`src/rtl/fft_mag_writer.sv`:
```
// Converts streaming FFT bins into decaying peak-hold bar heights and writes them
// to a display RAM, one bin per cycle through a fixed 3-stage pipeline.
module fft_mag_writer #(
  parameter int unsigned BINS  = 256,
  parameter int unsigned DECAY = 2
) (
  input  logic              cclk,
  input  logic              reset,
  input  logic              dv,
  input  logic [8:0]        xk_index,
  input  logic signed [7:0] xk_re,
  input  logic signed [7:0] xk_im,
  input  logic              clear,
  output logic              wr_en,
  output logic [8:0]        wr_addr,
  output logic [7:0]        wr_data,
  output logic              frame_done,
  output logic              busy,
  output logic              overrun
);

  localparam int unsigned AW  = 9;
  localparam int unsigned AW1 = AW + 1;
  localparam int unsigned DW  = 8;
  localparam int unsigned DW1 = DW + 1;
  localparam int unsigned PW  = 16;
  localparam int unsigned MW  = $clog2(BINS);

  localparam logic [AW1-1:0] BINS_W   = AW1'(BINS);
  localparam logic [AW-1:0]  LAST_IDX = AW'(BINS - 1);
  localparam logic [DW1-1:0] DECAY_W  = (DECAY > 255) ? DW1'(256) : DW1'(DECAY);

  typedef enum logic [2:0] {
    ST_CLEAR,
    ST_IDLE,
    ST_COLLECT,
    ST_FLUSH,
    ST_DONE
  } state_t;

  state_t          state, state_next;
  logic [AW-1:0]   clr_addr, clr_addr_next;

  logic            s1_valid;
  logic [AW-1:0]   s1_idx;
  logic signed [DW-1:0] s1_re, s1_im;
  logic            s2_valid;
  logic [AW-1:0]   s2_idx;
  logic [PW-1:0]   s2_p;
  logic [DW-1:0]   s2_old;

  logic [DW-1:0]   peak_mem [BINS];

  logic            in_range_c, accept_c;
  logic signed [PW-1:0] re_sq_c, im_sq_c;
  logic [PW-1:0]   p_c, p_shr_c;
  logic [DW-1:0]   m_c, dec_c, bar_c, old_rd_c;

  logic            wr_en_d, frame_done_d, busy_d, overrun_d;
  logic [AW-1:0]   wr_addr_d;
  logic [DW-1:0]   wr_data_d;

  // Sample acceptance: frame start in IDLE, any in-range bin while collecting
  always_comb begin
    in_range_c = ({1'b0, xk_index} < BINS_W);
    accept_c   = dv && in_range_c &&
                 (((state == ST_IDLE) && !clear && (xk_index == '0)) ||
                  (state == ST_COLLECT));
  end

  always_ff @(posedge cclk) begin
    if (reset) begin
      state    <= ST_CLEAR;
      clr_addr <= '0;
    end else begin
      state    <= state_next;
      clr_addr <= clr_addr_next;
    end
  end

  always_comb begin
    state_next    = state;
    clr_addr_next = clr_addr;
    case (state)
      ST_CLEAR: begin
        if (clr_addr == LAST_IDX) begin
          state_next    = ST_IDLE;
          clr_addr_next = '0;
        end else begin
          clr_addr_next = clr_addr + AW'(1);
        end
      end
      ST_IDLE: begin
        if (clear) begin
          state_next    = ST_CLEAR;
          clr_addr_next = '0;
        end else if (accept_c) begin
          state_next = ST_COLLECT;
        end
      end
      ST_COLLECT: begin
        if (accept_c && (xk_index == LAST_IDX)) state_next = ST_FLUSH;
      end
      ST_FLUSH: begin
        if (!s1_valid && !s2_valid) state_next = ST_DONE;
      end
      ST_DONE:  state_next = ST_IDLE;
      default:  state_next = ST_CLEAR;
    endcase
  end

  // Magnitude, decay and peak-hold datapath
  always_comb begin
    re_sq_c  = PW'(s1_re) * PW'(s1_re);
    im_sq_c  = PW'(s1_im) * PW'(s1_im);
    p_c      = $unsigned(re_sq_c) + $unsigned(im_sq_c);
    p_shr_c  = s2_p >> 7;
    m_c      = (p_shr_c > PW'(255)) ? DW'(255) : DW'(p_shr_c);
    dec_c    = ({1'b0, s2_old} > DECAY_W) ? DW'({1'b0, s2_old} - DECAY_W) : '0;
    bar_c    = (m_c > dec_c) ? m_c : dec_c;
    // Same bin one cycle ahead has not reached the memory yet
    old_rd_c = (s2_valid && (s2_idx == s1_idx)) ? bar_c : peak_mem[MW'(s1_idx)];
  end

  always_ff @(posedge cclk) begin
    if (reset) begin
      s1_valid <= 1'b0;
      s1_idx   <= '0;
      s1_re    <= '0;
      s1_im    <= '0;
      s2_valid <= 1'b0;
      s2_idx   <= '0;
      s2_p     <= '0;
      s2_old   <= '0;
    end else begin
      s1_valid <= accept_c;
      if (accept_c) begin
        s1_idx <= xk_index;
        s1_re  <= xk_re;
        s1_im  <= xk_im;
      end
      s2_valid <= s1_valid;
      if (s1_valid) begin
        s2_idx <= s1_idx;
        s2_p   <= p_c;
        s2_old <= old_rd_c;
      end
    end
  end

  always_comb begin
    wr_en_d   = 1'b0;
    wr_addr_d = wr_addr;
    wr_data_d = wr_data;
    if (state == ST_CLEAR) begin
      wr_en_d   = 1'b1;
      wr_addr_d = clr_addr;
      wr_data_d = '0;
    end else if (s2_valid) begin
      wr_en_d   = 1'b1;
      wr_addr_d = s2_idx;
      wr_data_d = bar_c;
    end
    frame_done_d = (state_next == ST_DONE);
    busy_d       = (state_next != ST_IDLE);
    overrun_d    = overrun || ((state == ST_COLLECT) && accept_c && (xk_index == '0));
  end

  // Peak memory shares the display write so both always hold the same bars
  always_ff @(posedge cclk) begin
    if (!reset && wr_en_d) peak_mem[MW'(wr_addr_d)] <= wr_data_d;
  end

  always_ff @(posedge cclk) begin
    if (reset) begin
      wr_en      <= 1'b0;
      wr_addr    <= '0;
      wr_data    <= '0;
      frame_done <= 1'b0;
      busy       <= 1'b1;
      overrun    <= 1'b0;
    end else begin
      wr_en      <= wr_en_d;
      wr_addr    <= wr_addr_d;
      wr_data    <= wr_data_d;
      frame_done <= frame_done_d;
      busy       <= busy_d;
      overrun    <= overrun_d;
    end
  end

endmodule

```
`config.mk`:
```
export PLATFORM = sky130hd
export DESIGN_NAME = fft_mag_writer
export DESIGN_NICKNAME = d
export VERILOG_FILES = /design/src/rtl/fft_mag_writer.sv
export SDC_FILE = /design/constraint.sdc
export NUM_CORES = 2
export LEC_CHECK = 0
export ABC_AREA = 1
export BUFFER_PORTS_ARGS = -buffer_cell sky130_fd_sc_hd__buf_2
export CAP_MARGIN = 20
export CORE_ASPECT_RATIO = 0.5
export CORE_MARGIN = 2
export CORE_UTILIZATION = 45
export DETAILED_ROUTE_END_ITERATION = 7
export SLEW_MARGIN = 20
export SYNTH_ARGS = -nofsm -noshare
export SYNTH_HDL_FRONTEND = slang
export SYNTH_SLANG_ARGS = --single-unit
```
`constraint.sdc`:
```
create_clock -name cclk -period 8.3 [get_ports cclk]
set_input_delay 0.415 -clock cclk [delete_from_list [all_inputs] [get_ports cclk]]
set_output_delay 0.415 -clock cclk [all_outputs]
set_load 0.02 [all_outputs]
```
# Word level (Yosys, flattened, before mapping)
# Memories as Yosys holds them, arrays and structs flattened. A register that Yosys moved wholly into a read port is not among the register bits.
# Cells that the tools add are included.
dict set report word_totals {
  regBits 93
  wordCells 81
  ram_bits 2048
  mem_count 1
  output_inout_bits 21
  input_bits 29
}
dict set report classes {
  n_addsub 3
  reduce_logical 21
  n_lt_le_gt_ge 4
  mul 2
  muxes 23
  eq_ne 10
}
# memory words word_bits read_ports rd_ports_with_merged_regs write_ports line_no
set memory_table {}
lappend memory_table {peak_mem 256 8 1 1 1 52} ;# logic [DW-1:0] peak_mem [BINS];
# op n
set op_table {}
lappend op_table {{8-bit 2-to-1 mux} 8}
lappend op_table {{9-bit 2-to-1 mux} 4}
lappend op_table {{8-bit by 8-bit multiplier with 16-bit output} 2}
lappend op_table {{9-bit by 8-bit == test with 1-bit output (second input constant)} 2}
lappend op_table {{9-bit one-hot mux with 2 select lines} 1}
lappend op_table {{16-bit adder} 1}
lappend op_table {{3-bit 2-to-1 mux} 5}
lappend op_table {{3-bit one-hot mux with 5 select lines} 1}
lappend op_table {{1-bit logical AND} 10}
lappend op_table {{9-bit by 1-bit adder with 9-bit output (second input constant)} 1}
lappend op_table {{9-bit == test} 1}
lappend op_table {{9-bit by 8-bit greater-than comparator with 1-bit output (second input constant)} 1}
lappend op_table {{9-bit zero test} 1}
lappend op_table {{9-bit less-than comparator (second input constant)} 1}
lappend op_table {{8-bit by 2-bit greater-than comparator with 1-bit output (second input constant)} 1}
lappend op_table {{8-bit greater-than comparator} 1}
lappend op_table {{8-bit by 2-bit subtractor with 8-bit output (second input constant)} 1}
lappend op_table {{3-bit by 2-bit == test with 1-bit output (second input constant)} 2}
lappend op_table {{3-bit == test (second input constant)} 2}
lappend op_table {{1-bit zero test} 4}
lappend op_table {{1-bit 2-to-1 mux} 4}
lappend op_table {{2-bit nonzero test} 2}
lappend op_table {{3-bit by 1-bit == test with 1-bit output (second input constant)} 1}
lappend op_table {{3-bit zero test} 1}
lappend op_table {{other kinds (4)} 5}

# Logic depth before layout (Yosys ltp)
dict set report logic_depth {
  ltp_word 9
  ltp_mapped 26
  ltp_nobuf 25
}

# Worst setup path before layout
# OpenSTA, ideal clock, no wires.
dict set report synth_timing {
  path_type {register -> register}
  from {register s2_old[1]}
  to {memory peak_mem[0][2], data pin}
  setup_ns 0.821
  t_required_ns 7.479
  t_arrival_ns 5.278
  n_path_buf 1
  period_less_slack_ns 6.099
  path_stages_with_launch 20
  path_slack_ns 2.201
  path_cell_list {dfxtp_1 -> inv_1 -> ha_1 -> nand2_1 -> nor2_1 -> nand2_1 -> nand2_1 -> nand2_1 -> nor2_1 -> inv_1 -> ha_1 -> nand2_1 -> nor2_1 -> nand4_1 -> nand2_1 -> clkbuf_1 -> inv_1 -> nand3_1 -> nand3_1 -> nand2_1}
}
dict set report synth_via {
  elab_chain_cells 6
  word_cells_on_any_way 7
  classes_between {1 x add/sub; 2 x order compare; 4 x mux}
}
# element line_no
set synth_lines {}
lappend synth_lines {{from (decl)} 50} ;# logic [DW-1:0] s2_old;
lappend synth_lines {{from (signal assigned)} 146} ;# s2_old <= old_rd_c;
lappend synth_lines {{8-bit by 2-bit subtractor with 8-bit output or 8-bit by 2-bit greater-than comparator with 1-bit output (tied branches)} 119} ;# dec_c = ({1'b0, s2_old} > DECAY_W) ? DW'({1'b0, s2_old} - DECAY_W) : '0;
lappend synth_lines {{8-bit 2-to-1 mux *} 119}
lappend synth_lines {{8-bit greater-than comparator} 120} ;# bar_c = (m_c > dec_c) ? m_c : dec_c;
lappend synth_lines {{8-bit 2-to-1 mux *} 120}
lappend synth_lines {{8-bit 2-to-1 mux *} 159} ;# end else if (s2_valid) begin
lappend synth_lines {{8-bit 2-to-1 mux *} 155} ;# if (state == ST_CLEAR) begin
lappend synth_lines {{named net wr_data_d[2]} 61} ;# logic [DW-1:0] wr_data_d;
lappend synth_lines {{to (decl)} 52}
# Mark *: on every way through the listed nets, which the timed path passes. The rest lies on a longest branch.

# Worst setup path in the final report
dict set report layout_timing {
  from {register s1_im[7]}
  to {register s2_p[15]}
}
dict set report layout_via {
  elab_chain_cells 2
}
# element line_no
set layout_lines {}
lappend layout_lines {{from (decl)} 46} ;# logic signed [DW-1:0] s1_re, s1_im;
lappend layout_lines {{from (signal assigned)} 140} ;# s1_im <= xk_im;
lappend layout_lines {{8-bit by 8-bit multiplier with 16-bit output} 115} ;# im_sq_c = PW'(s1_im) * PW'(s1_im);
lappend layout_lines {{16-bit adder} 116} ;# p_c = $unsigned(re_sq_c) + $unsigned(im_sq_c);
lappend layout_lines {{to (signal assigned)} 145} ;# s2_p <= p_c;
lappend layout_lines {{to (decl)} 49} ;# logic [PW-1:0] s2_p;
# Every way passes these cells.
# A chain may end at the register's enable or synchronous reset.

==> flow_summary.json <==
{
  "status": "completed",
  "grt_max_degree": 189,
  "synth_top_family_by_area": "simple AND/OR/NAND/NOR gates",
  "grt_pass1_vias": 56100,
  "clk_path_buf_depth": 4,
  "cts_root_buffer": "clkbuf_16",
  "wl_per_cell_um": 23.9,
  "p_total_w": 0.0203,
  "ir_drop_mv": 0.164,
  "path_clk_slew_ns": 0.07,
  "tritoncts": "built",
  "cts.sinks": 2142,
  "worstPathArrival_ns": 6.59,
  "floorplan.initialDensity": 0.454,
  "max_freq_mhz": 171,
  "die_y_um": 322,
  "synthMuxAreaShare": 0,
  "period_share": 0.705,
  "cp.required_ns": 9.03,
  "cts_resized": 0,
  "viasPerCell": 5.68,
  "grt_pass1_wl_um": 377000,
  "ant_nets": 0,
  "hold_viol": 0,
  "design.die.area_mm2": 0.206,
  "hp-class": "input pin to flip-flop",
  "synthFlopType": "edfxtp_1",
  "h-tree-depth": 4,
  "layout_min_cycle_time_ns": 5.86,
  "start_kind": "flip-flop",
  "synth.net_count": 8144,
  "synthSimpleGateAreaFrac": 0.203,
  "avgSynthCellArea_um2": 11.5,
  "fin_nets": 7972,
  "syn_area_mm2": 0.0911,
  "boundaryPins": 50,
  "dr.pass1.iters": 6,
  "synthAdderAreaFrac": 0.0324,
  "tightest_slew_ns": 1.27,
  "finalMaxSlewViolations": 0,
  "place_congestion": 0.848,
  "dr_total_vias": 60400,
  "yosysTopAreaCell": "edfxtp_1",
  "cts_buffers": 197,
  "drv_cap": 0,
  "syn_inst": 7945,
  "crit_path_end_kind": "flip-flop",
  "synth_top_cell_area_share": 0.675,
  "dp_hpwl_um": 142000,
  "synth-xor-area-share": 0.00260,
  "grtUsageTotal": 0.244,
  "synth_compound_area_frac": 0.0300,
  "drc": 0,
  "yosysSeqAreaShare": 0.696,
  "fillerInstances": 17700,
  "skew_ns": 0.0551,
  "setup_violations": 0,
  "synth_edf_count": 2048,
  "fin_setup_tns_ns": 0,
  "crit_fanout": 11,
  "rows": 116,
  "yosys_warnings": 0,
  "grt_overflow": 0,
  "wl_um": 254000,
  "synthToLayoutAreaGrowth_pct": 9.22,
  "yosys.cell_types.count": 45,
  "antenna_found_initial": 5,
  "final_cell_mix": "edfxtp_1 (2048), nand2_1 (1908), nand3_1 (1744), nor2_1 (587), o21ai_0 (292)",
  "ys_top_cells_by_area": "edfxtp_1 (68%), nand3_1 (9.6%), nand2_1 (7.9%)",
  "die_w_um": 640,
  "async_flop_share": 0,
  "portBuffers": 49,
  "p_leak_nw": 35.6,
  "path_class": "flip-flop to flip-flop",
  "post_cts_buffers": 0,
  "coreArea_mm2": 0.201,
  "worstSkewPairLatency_ns": 0.84,
  "cts_hold_buf": 25,
  "ys_ff_latch": 2142,
  "drt-initial-drc-count": 7803,
  "slew_headroom": 0.149,
  "drive_gt1_frac": 0.0525,
  "final_common_cell": "edfxtp_1",
  "power.density_mw_per_mm2": 204,
  "rsz0062_at_grt": "no"
}
==> cells in the mapped netlist (all sizes together), types with 2 or more instances <==
cell	n
nand3	1744
inv	275
o21ai	301
nor4	5
xor2	15
o21bai	5
o211ai	2
dfxtp	94
nor2	594
nand2	1926
buf	257
a211oi	5
a22oi	3
xnor2	12
clkbuf	264
or2	2
a21oi	63
fa	110
a31oi	3
edfxtp	2048
nand4	16
and3	5
nor3	14
a21o	3
o22ai	110
ha	60
==> worst max-delay path: stages (launching register included) <==
cell and delay, ns:
dfxtp_1 0.60, nand2_1 0.19, inv_1 0.36, fa_1 0.48, inv_1 0.08, fa_1 0.46, fa_1 0.60, inv_1 0.07
fa_1 0.47, fa_1 0.50, inv_1 0.05, fa_1 0.48, inv_1 0.05, ha_1 0.32, nand2_1 0.10, inv_1 0.04
a221oi_1 0.25, nand2_1 0.08, a31oi_1 0.23, o21bai_1 0.15, nand3_1 0.08, nand2_1 0.08, inv_1 0.04
==> final cells by class <==
type                       count  area [um^2]  area share
sequential                  2142        63400       0.637
inverter                     276         1080      0.0109
multi-input combinational   5006        24500       0.246
tap                         2714         3400      0.0341
clock buffer                 254         5240      0.0527
antenna                        4         10.0    0.000101
clock inverter                81          509     0.00512
timing repair buffer         150         1340      0.0134
==> where the power goes <==
part	total (W)	internal [W]	switching, W
clock	0.00852	0.00455	0.00396
combinational	0.000113	0.0000262	0.0000864
sequential	0.0117	0.0117	0.00000470
total	0.0203	0.0162	0.00405
==> kinds of logic (layout without fill, tap and decap cells) <==
family / after synthesis / count (layout)
compound gates: 502 / 502
fa+ha+maj: 170 / 170
simple gates: 4307 / 4307
buf+inv: 797 / 761
xor+xnor: 27 / 27
flops: 2142 / 2142
other cells: 0 / 4
==> state kept, by name, summed over array words and instances, names as in the netlist, 9 cells and up, named ones only <==
name,count
s2_idx,9
s1_idx,9
peak_mem,2048
clr_addr,9
wr_addr,9
s2_p,9
==> worst paths after layout <==
path	slack (ns)	depth (start not counted)	to	start
max	2.44	22	s2_p[15]	s1_im[7]
min	0.05	3	s1_idx[1]	xk_index[1]
max reg2reg	2.44	22	s2_p[15]	s1_im[7]
min reg2reg	0.46	2	clr_addr[8]	clr_addr[8]
==> layer usage <==
layer	wire, um	vias to the layer above	part of all wire	global-route usage
li1	-	27500	-	-
met1	112000	29900	0.44	0.361
met2	112000	2544	0.44	0.361
met3	25000	376	0.098	0.0602
met4	5760	2	0.023	0.0571
met5	13	-	0.000051	0
==> metrics by stage <==
stage / setup slack [ns] / cells / cell area (um^2) / util / hold WS, ns
after floorplan: 2.20 / 7945 / 91100 / - / 0.430
after global placement: 2.42 / 10300 / 93400 / 0.466 / 0.448
after detailed placement: 2.46 / 10300 / 93400 / 0.466 / 0.446
after CTS: 2.42 / 10600 / 99400 / 0.496 / 0.000576
after global routing: 2.09 / 10600 / 99400 / 0.496 / 0.0556
final: 2.44 / 10600 / 99500 / 0.496 / 0.0472
(Power assumes the default switching activity.)
